## config.mk

```make
export PLATFORM = sky130hd
export DESIGN_NAME = madd_divider
export DESIGN_NICKNAME = d
export VERILOG_FILES = /design/src/rtl/madd_divider.sv
export SDC_FILE = /design/constraint.sdc
export NUM_CORES = 1
export LEC_CHECK = 0
export CAP_MARGIN = 20
export CORE_MARGIN = 3
export CORE_UTILIZATION = 55
export DETAILED_ROUTE_END_ITERATION = 10
export PLACE_DENSITY_LB_ADDON = 0.08
export SYNTH_ARGS = -nofsm -noshare
export SYNTH_HDL_FRONTEND = slang
export SYNTH_SLANG_ARGS = --single-unit
```

## constraint.sdc

```tcl
create_clock -name clock -period 6.23 [get_ports clock]
set_clock_uncertainty 0.05 [all_clocks]
set_input_delay 0.623 -clock clock [delete_from_list [all_inputs] [get_ports clock]]
set_output_delay 0.623 -clock clock [all_outputs]
set_load 0.01 [all_outputs]
```

## src/rtl/madd_divider.sv

```systemverilog
// Multiply-add decomposer: given D = A*B + C + R, recovers the quotient A
// and remainder R (R < B) using a restoring divider that retires one
// quotient bit per clock. Operands are captured on the start handshake, so
// later input changes do not disturb a running operation.

package argum;
    parameter int size          = 8;
    parameter int DATA_OUT_size = 16;
endpackage

module madd_divider #(
    parameter int size          = argum::size,
    parameter int DATA_OUT_size = argum::DATA_OUT_size
) (
    input  logic                     clock,
    input  logic                     reset_n,
    input  logic                     start,
    input  logic [DATA_OUT_size-1:0] DATA_IN,
    input  logic [size-1:0]          B,
    input  logic [size-1:0]          C,
    output logic                     ready,
    output logic                     done,
    output logic [size-1:0]          A,
    output logic [size-1:0]          R,
    output logic                     ERR
);

    localparam int CW = (size > 1) ? $clog2(size) : 1;
    localparam int HW = DATA_OUT_size - size;

    typedef enum logic [1:0] {
        IDLE = 2'd0,
        SUB  = 2'd1,
        DIV  = 2'd2,
        DONE = 2'd3
    } state_t;

    state_t state_q, state_d;

    // Captured operands
    logic [DATA_OUT_size-1:0] dat_q, dat_d;
    logic [size-1:0]          div_q, div_d;
    logic [size-1:0]          add_q, add_d;

    // Divider datapath: remaining low dividend bits, partial remainder,
    // quotient being built and iteration counter
    logic [size-1:0] low_q, low_d;
    logic [size-1:0] rem_q, rem_d;
    logic [size-1:0] quo_q, quo_d;
    logic [CW-1:0]   cnt_q, cnt_d;

    // Registered outputs
    logic            ready_q, ready_d;
    logic            done_q, done_d;
    logic [size-1:0] a_q, a_d;
    logic [size-1:0] r_q, r_d;
    logic            err_q, err_d;

    // Combinational helpers for the SUB and DIV steps
    logic [DATA_OUT_size-1:0] diff;
    logic [HW-1:0]            diffHi;
    logic                     badOp;
    logic [size:0]            shifted;
    logic                     fits;
    logic [size-1:0]          remNext;
    logic [size-1:0]          quoNext;

    // Datapath arithmetic shared by the SUB check and each DIV iteration
    always_comb begin
        diff    = dat_q - {{HW{1'b0}}, add_q};
        diffHi  = diff[DATA_OUT_size-1:size];
        badOp   = (div_q == '0)
               || (dat_q < {{HW{1'b0}}, add_q})
               || (diffHi >= {{(HW-size){1'b0}}, div_q});
        shifted = {rem_q, low_q[size-1]};
        fits    = (shifted >= {1'b0, div_q});
        remNext = fits ? (shifted[size-1:0] - div_q) : shifted[size-1:0];
        quoNext = {quo_q[size-2:0], fits};
    end

    // Next-state and next-output logic for the IDLE/SUB/DIV/DONE sequence
    always_comb begin
        state_d = state_q;
        dat_d   = dat_q;
        div_d   = div_q;
        add_d   = add_q;
        low_d   = low_q;
        rem_d   = rem_q;
        quo_d   = quo_q;
        cnt_d   = cnt_q;
        a_d     = a_q;
        r_d     = r_q;
        err_d   = err_q;

        unique case (state_q)
            IDLE: begin
                if (start) begin
                    dat_d   = DATA_IN;
                    div_d   = B;
                    add_d   = C;
                    state_d = SUB;
                end
            end
            SUB: begin
                if (badOp) begin
                    a_d     = '0;
                    r_d     = '0;
                    err_d   = 1'b1;
                    state_d = DONE;
                end else begin
                    rem_d   = diffHi[size-1:0];
                    low_d   = diff[size-1:0];
                    quo_d   = '0;
                    cnt_d   = '0;
                    state_d = DIV;
                end
            end
            DIV: begin
                rem_d = remNext;
                quo_d = quoNext;
                low_d = {low_q[size-2:0], 1'b0};
                cnt_d = cnt_q + CW'(1);
                if (cnt_q == CW'(size - 1)) begin
                    a_d     = quoNext;
                    r_d     = remNext;
                    err_d   = 1'b0;
                    state_d = DONE;
                end
            end
            DONE: begin
                state_d = IDLE;
            end
            default: begin
                state_d = IDLE;
            end
        endcase

        ready_d = (state_d == IDLE);
        done_d  = (state_d == DONE);
    end

    // State, datapath and output registers with asynchronous clear
    always_ff @(posedge clock or negedge reset_n) begin
        if (!reset_n) begin
            state_q <= IDLE;
            dat_q   <= '0;
            div_q   <= '0;
            add_q   <= '0;
            low_q   <= '0;
            rem_q   <= '0;
            quo_q   <= '0;
            cnt_q   <= '0;
            ready_q <= 1'b1;
            done_q  <= 1'b0;
            a_q     <= '0;
            r_q     <= '0;
            err_q   <= 1'b0;
        end else begin
            state_q <= state_d;
            dat_q   <= dat_d;
            div_q   <= div_d;
            add_q   <= add_d;
            low_q   <= low_d;
            rem_q   <= rem_d;
            quo_q   <= quo_d;
            cnt_q   <= cnt_d;
            ready_q <= ready_d;
            done_q  <= done_d;
            a_q     <= a_d;
            r_q     <= r_d;
            err_q   <= err_d;
        end
    end

    assign ready = ready_q;
    assign done  = done_q;
    assign A     = a_q;
    assign R     = r_q;
    assign ERR   = err_q;

endmodule

```

==> results.toml <==
[status]
status = "complete, no violations"

[logic_synthesis]
postSynthAreaPerCell_um2 = 10.5
syn_nets = 513
async_flop_share_pct = 100
yosysTopAreaCell = "dfrtp_1"
netlist.area_leader.share_pct = 41.7
syn_inst = 446
syn_area_mm2 = 0.00468
ys_warn_count = 0
synthFlopType = "dfrtp_1"
ys_types = 65
synth-seq-cells = 79
synth_edf_count = 0
synth.area.top_cells = "dfrtp_1 42%, mux2_2 8.2%, ha_1 8.0%"
yosysSeqAreaShare_pct = 42.3

[timing]
worst_slew_pin_slew_ps = 1010
relSlewSlack_pct = 33.0
slew_violations = 0
hold_viol_final = 0
fmax_mhz = 211
rsz0062_at_grt = "no"
setup-violations-final = 0
period_minus_slack_ps = 4730
tns_ps = 0
period_share_pct = 75.9

[routing]
routedWlPerCell_um = 17.5
vias = 3680
drt-pass1-iter-count = 5
route.detailed.drc = 0
ant_nets = 0
viasPerCell = 6.07
drt_iter0_drc = 194
wl_um = 10600

[worst_setup_path]
cp_slowest_cell = "a21oi_1"
arrival_ps = 4970
critPathKind = "flop to flop"
startpoint_type = "flop"
path_delay_family = "compound AO/OA/AOI/OAI gates"
slowest_delay_ps = 670
crit_top_cell = "a21oi_1"
path_max_fanout = 10
worstPathCellList = "inv_1, ha_1, fa_1, nand2b_1, a21oi_1, o311a_1, nor4_1, or2_2, ha_1, a211o_1, a221o_1, a21oi_1, o21ai_1, a21oi_1, mux2_2"
required_ps = 6470
setup.worst_path.end_class = "flop"
crit_buf_inv = 1

[clock_network]
cts_setup_buffers = 0
cts_root_buffer = "clkbuf_8"
cts_num_sinks = 79
cts_tree = "done"
cts_inserted_buffers = 9
htreeDepth = 3
clkTransAtPathRegs_ps = 90
post_cts_resized = 0
cts_hold_buffers = 0
clk_latency_ps = 350
cts_max_path_buffers = 2

[layout]
n_antenna_cell = 0
final_cell_mix = "78 x dfrtp_1, 52 x clkdlybuf4s50_1, 34 x mux2_2, 30 x ha_1, 27 x inv_1"
nNetsFinal = 563
nFillCells = 692
drive_gt1_share_pct = 14.4
syn_to_final_growth_pct = 17.3
final_common_cell = "dfrtp_1"

[placement]
hpwl_um = 7750
gp_congestion = 0.937
port-buffer-count = 53

[global_route]
grt_pass1_wl_um = 18200
grt_pass1_vias = 3749
grt_max_degree = 80
antenna_found_initial = 0
grt-ovfl-total = 0
track_usage_pct = 23.2

[power_and_ir_drop]
ir_drop_v = 0.000302
power_mw = 3.47
power_density_mw_per_mm2 = 633
leakagePower_nw = 2.42

[worst_hold_path]
min_path_type = "input pin to async pin"

[job]
cap_violations = 0

[floorplanning]
die_area_mm2 = 0.00965
ioPinCount = 54
core-area_mm2 = 0.00826
chipHeight_um = 98.2
start_util_pct = 56.7
die_w_um = 98.2
std_cell_rows = 33
==> power breakdown <==
| group | internal, mW | switching (mW) | total [mW] |
|---|---|---|---|
| combinational | 0.923 | 1.23 | 2.15 |
| clock | 0.189 | 0.206 | 0.396 |
| sequential | 0.740 | 0.183 | 0.923 |
==> routing by layer <==
metal / vias to the layer above / global-route usage [%] / share of wire (%)
li1: 1775 / - / -
met1: 1775 / 31.4 / 44
met2: 115 / 38.1 / 48
met3: 15 / 5.43 / 6.3
met4: 0 / 5.67 / 1.5
met5: - / 0 / 0
==> kinds of logic after synthesis <==
logic type | Yosys count | synth area share [%]
mux | 40 | 9.57
compound gates | 123 | 20.1
buf+inv | 45 | 3.90
xor+xnor | 11 | 2.06
flops | 79 | 42.3
fa+ha+maj | 32 | 8.88
simple gates | 116 | 13.2
==> through the flow <==
step / utilization [%] / cells / area (um^2) / hold WS [ps] / setup WS, ps
3_3_place_gp: 64.0 / 590 / 5280 / 420 / 1730
3_5_place_dp: 64.0 / 590 / 5280 / 431 / 1580
4_1_cts: 66.4 / 606 / 5490 / 418 / 1520
6_report: 66.4 / 606 / 5490 / 351 / 1500
2_1_floorplan: - / 446 / 4680 / 277 / 2080
5_1_grt: 66.4 / 606 / 5490 / 454 / 1170
==> layout make-up <==
type	instances	area (um^2)	share of cell area (%)
Multi-Input combinational cell	322	2520	45.9
Sequential cell	79	1980	36.1
Timing Repair Buffer	56	551	10.0
Tap cell	105	131	2.40
Clock buffer	9	124	2.26
Inverter	28	105	1.92
Clock inverter	7	78.8	1.44
==> synth_stat cells (2+ instances only) <==
master / number
fa_1: 2
o21a_1: 4
a31oi_1: 5
a221o_1: 3
dfrtp_1: 78
clkbuf_1: 10
a21o_1: 5
nor2b_1: 6
o311a_1: 3
or2_2: 6
nand2b_1: 5
and3_1: 4
mux2_2: 34
o31a_1: 4
buf_1: 3
nor3b_1: 3
nand2_1: 18
o31ai_1: 12
a22oi_1: 2
a41oi_1: 6
o21ai_0: 18
nor3_1: 16
nand4_1: 2
mux2i_1: 2
buf_2: 2
a21oi_1: 13
o211ai_1: 3
nor4_1: 6
a32oi_1: 6
a22o_1: 10
xnor2_1: 3
inv_1: 27
ha_1: 30
a211oi_1: 2
o211a_1: 2
o2bb2ai_1: 10
mux2_1: 4
xor2_1: 8
or4_4: 2
a211o_1: 4
nand2_4: 2
nor2_1: 25
nand3_1: 14
==> state kept, by name (all words and copies together), names as in the netlist <==
signal	cells
add_q	8
cnt_q	3
ready	1
low_q	8
rem_q	8
ERR	1
state_q	2
dat_q	16
A	8
div_q	8
done	1
quo_q	7
R	8
==> worst register-to-register path, stage by stage, from the launching register on <==
cell	delay, ps
dfrtp_1	360
inv_1	50
ha_1	210
fa_1	380
nand2b_1	200
a21oi_1	270
o311a_1	460
nor4_1	110
or2_2	290
ha_1	180
a211o_1	260
a221o_1	310
a21oi_1	360
o21ai_1	230
a21oi_1	670
mux2_2	280
==> worst paths after layout <==
| check | startpoint | endpoint | slack [ps] | cells past startpoint |
|---|---|---|---|---|
| worst min-delay path | reset_n | div_q[2]$_DFFE_PN0P_ | 350 | 1 |
| worst max register to register | dat_q[0]$_DFFE_PN0P_ | cnt_q[0]$_DFFE_PN0P_ | 1500 | 15 |
| max in group asynchronous | reset_n | rem_q[0]$_DFFE_PN0P_ | 5090 | 1 |
| min in group clock | low_q[6]$_DFFE_PN0P_ | low_q[6]$_DFFE_PN0P_ | 450 | 1 |
| worst min register to register | low_q[6]$_DFFE_PN0P_ | low_q[6]$_DFFE_PN0P_ | 450 | 1 |
| worst max-delay path | dat_q[0]$_DFFE_PN0P_ | cnt_q[0]$_DFFE_PN0P_ | 1500 | 15 |
Power figures use the tool's default switching activity.
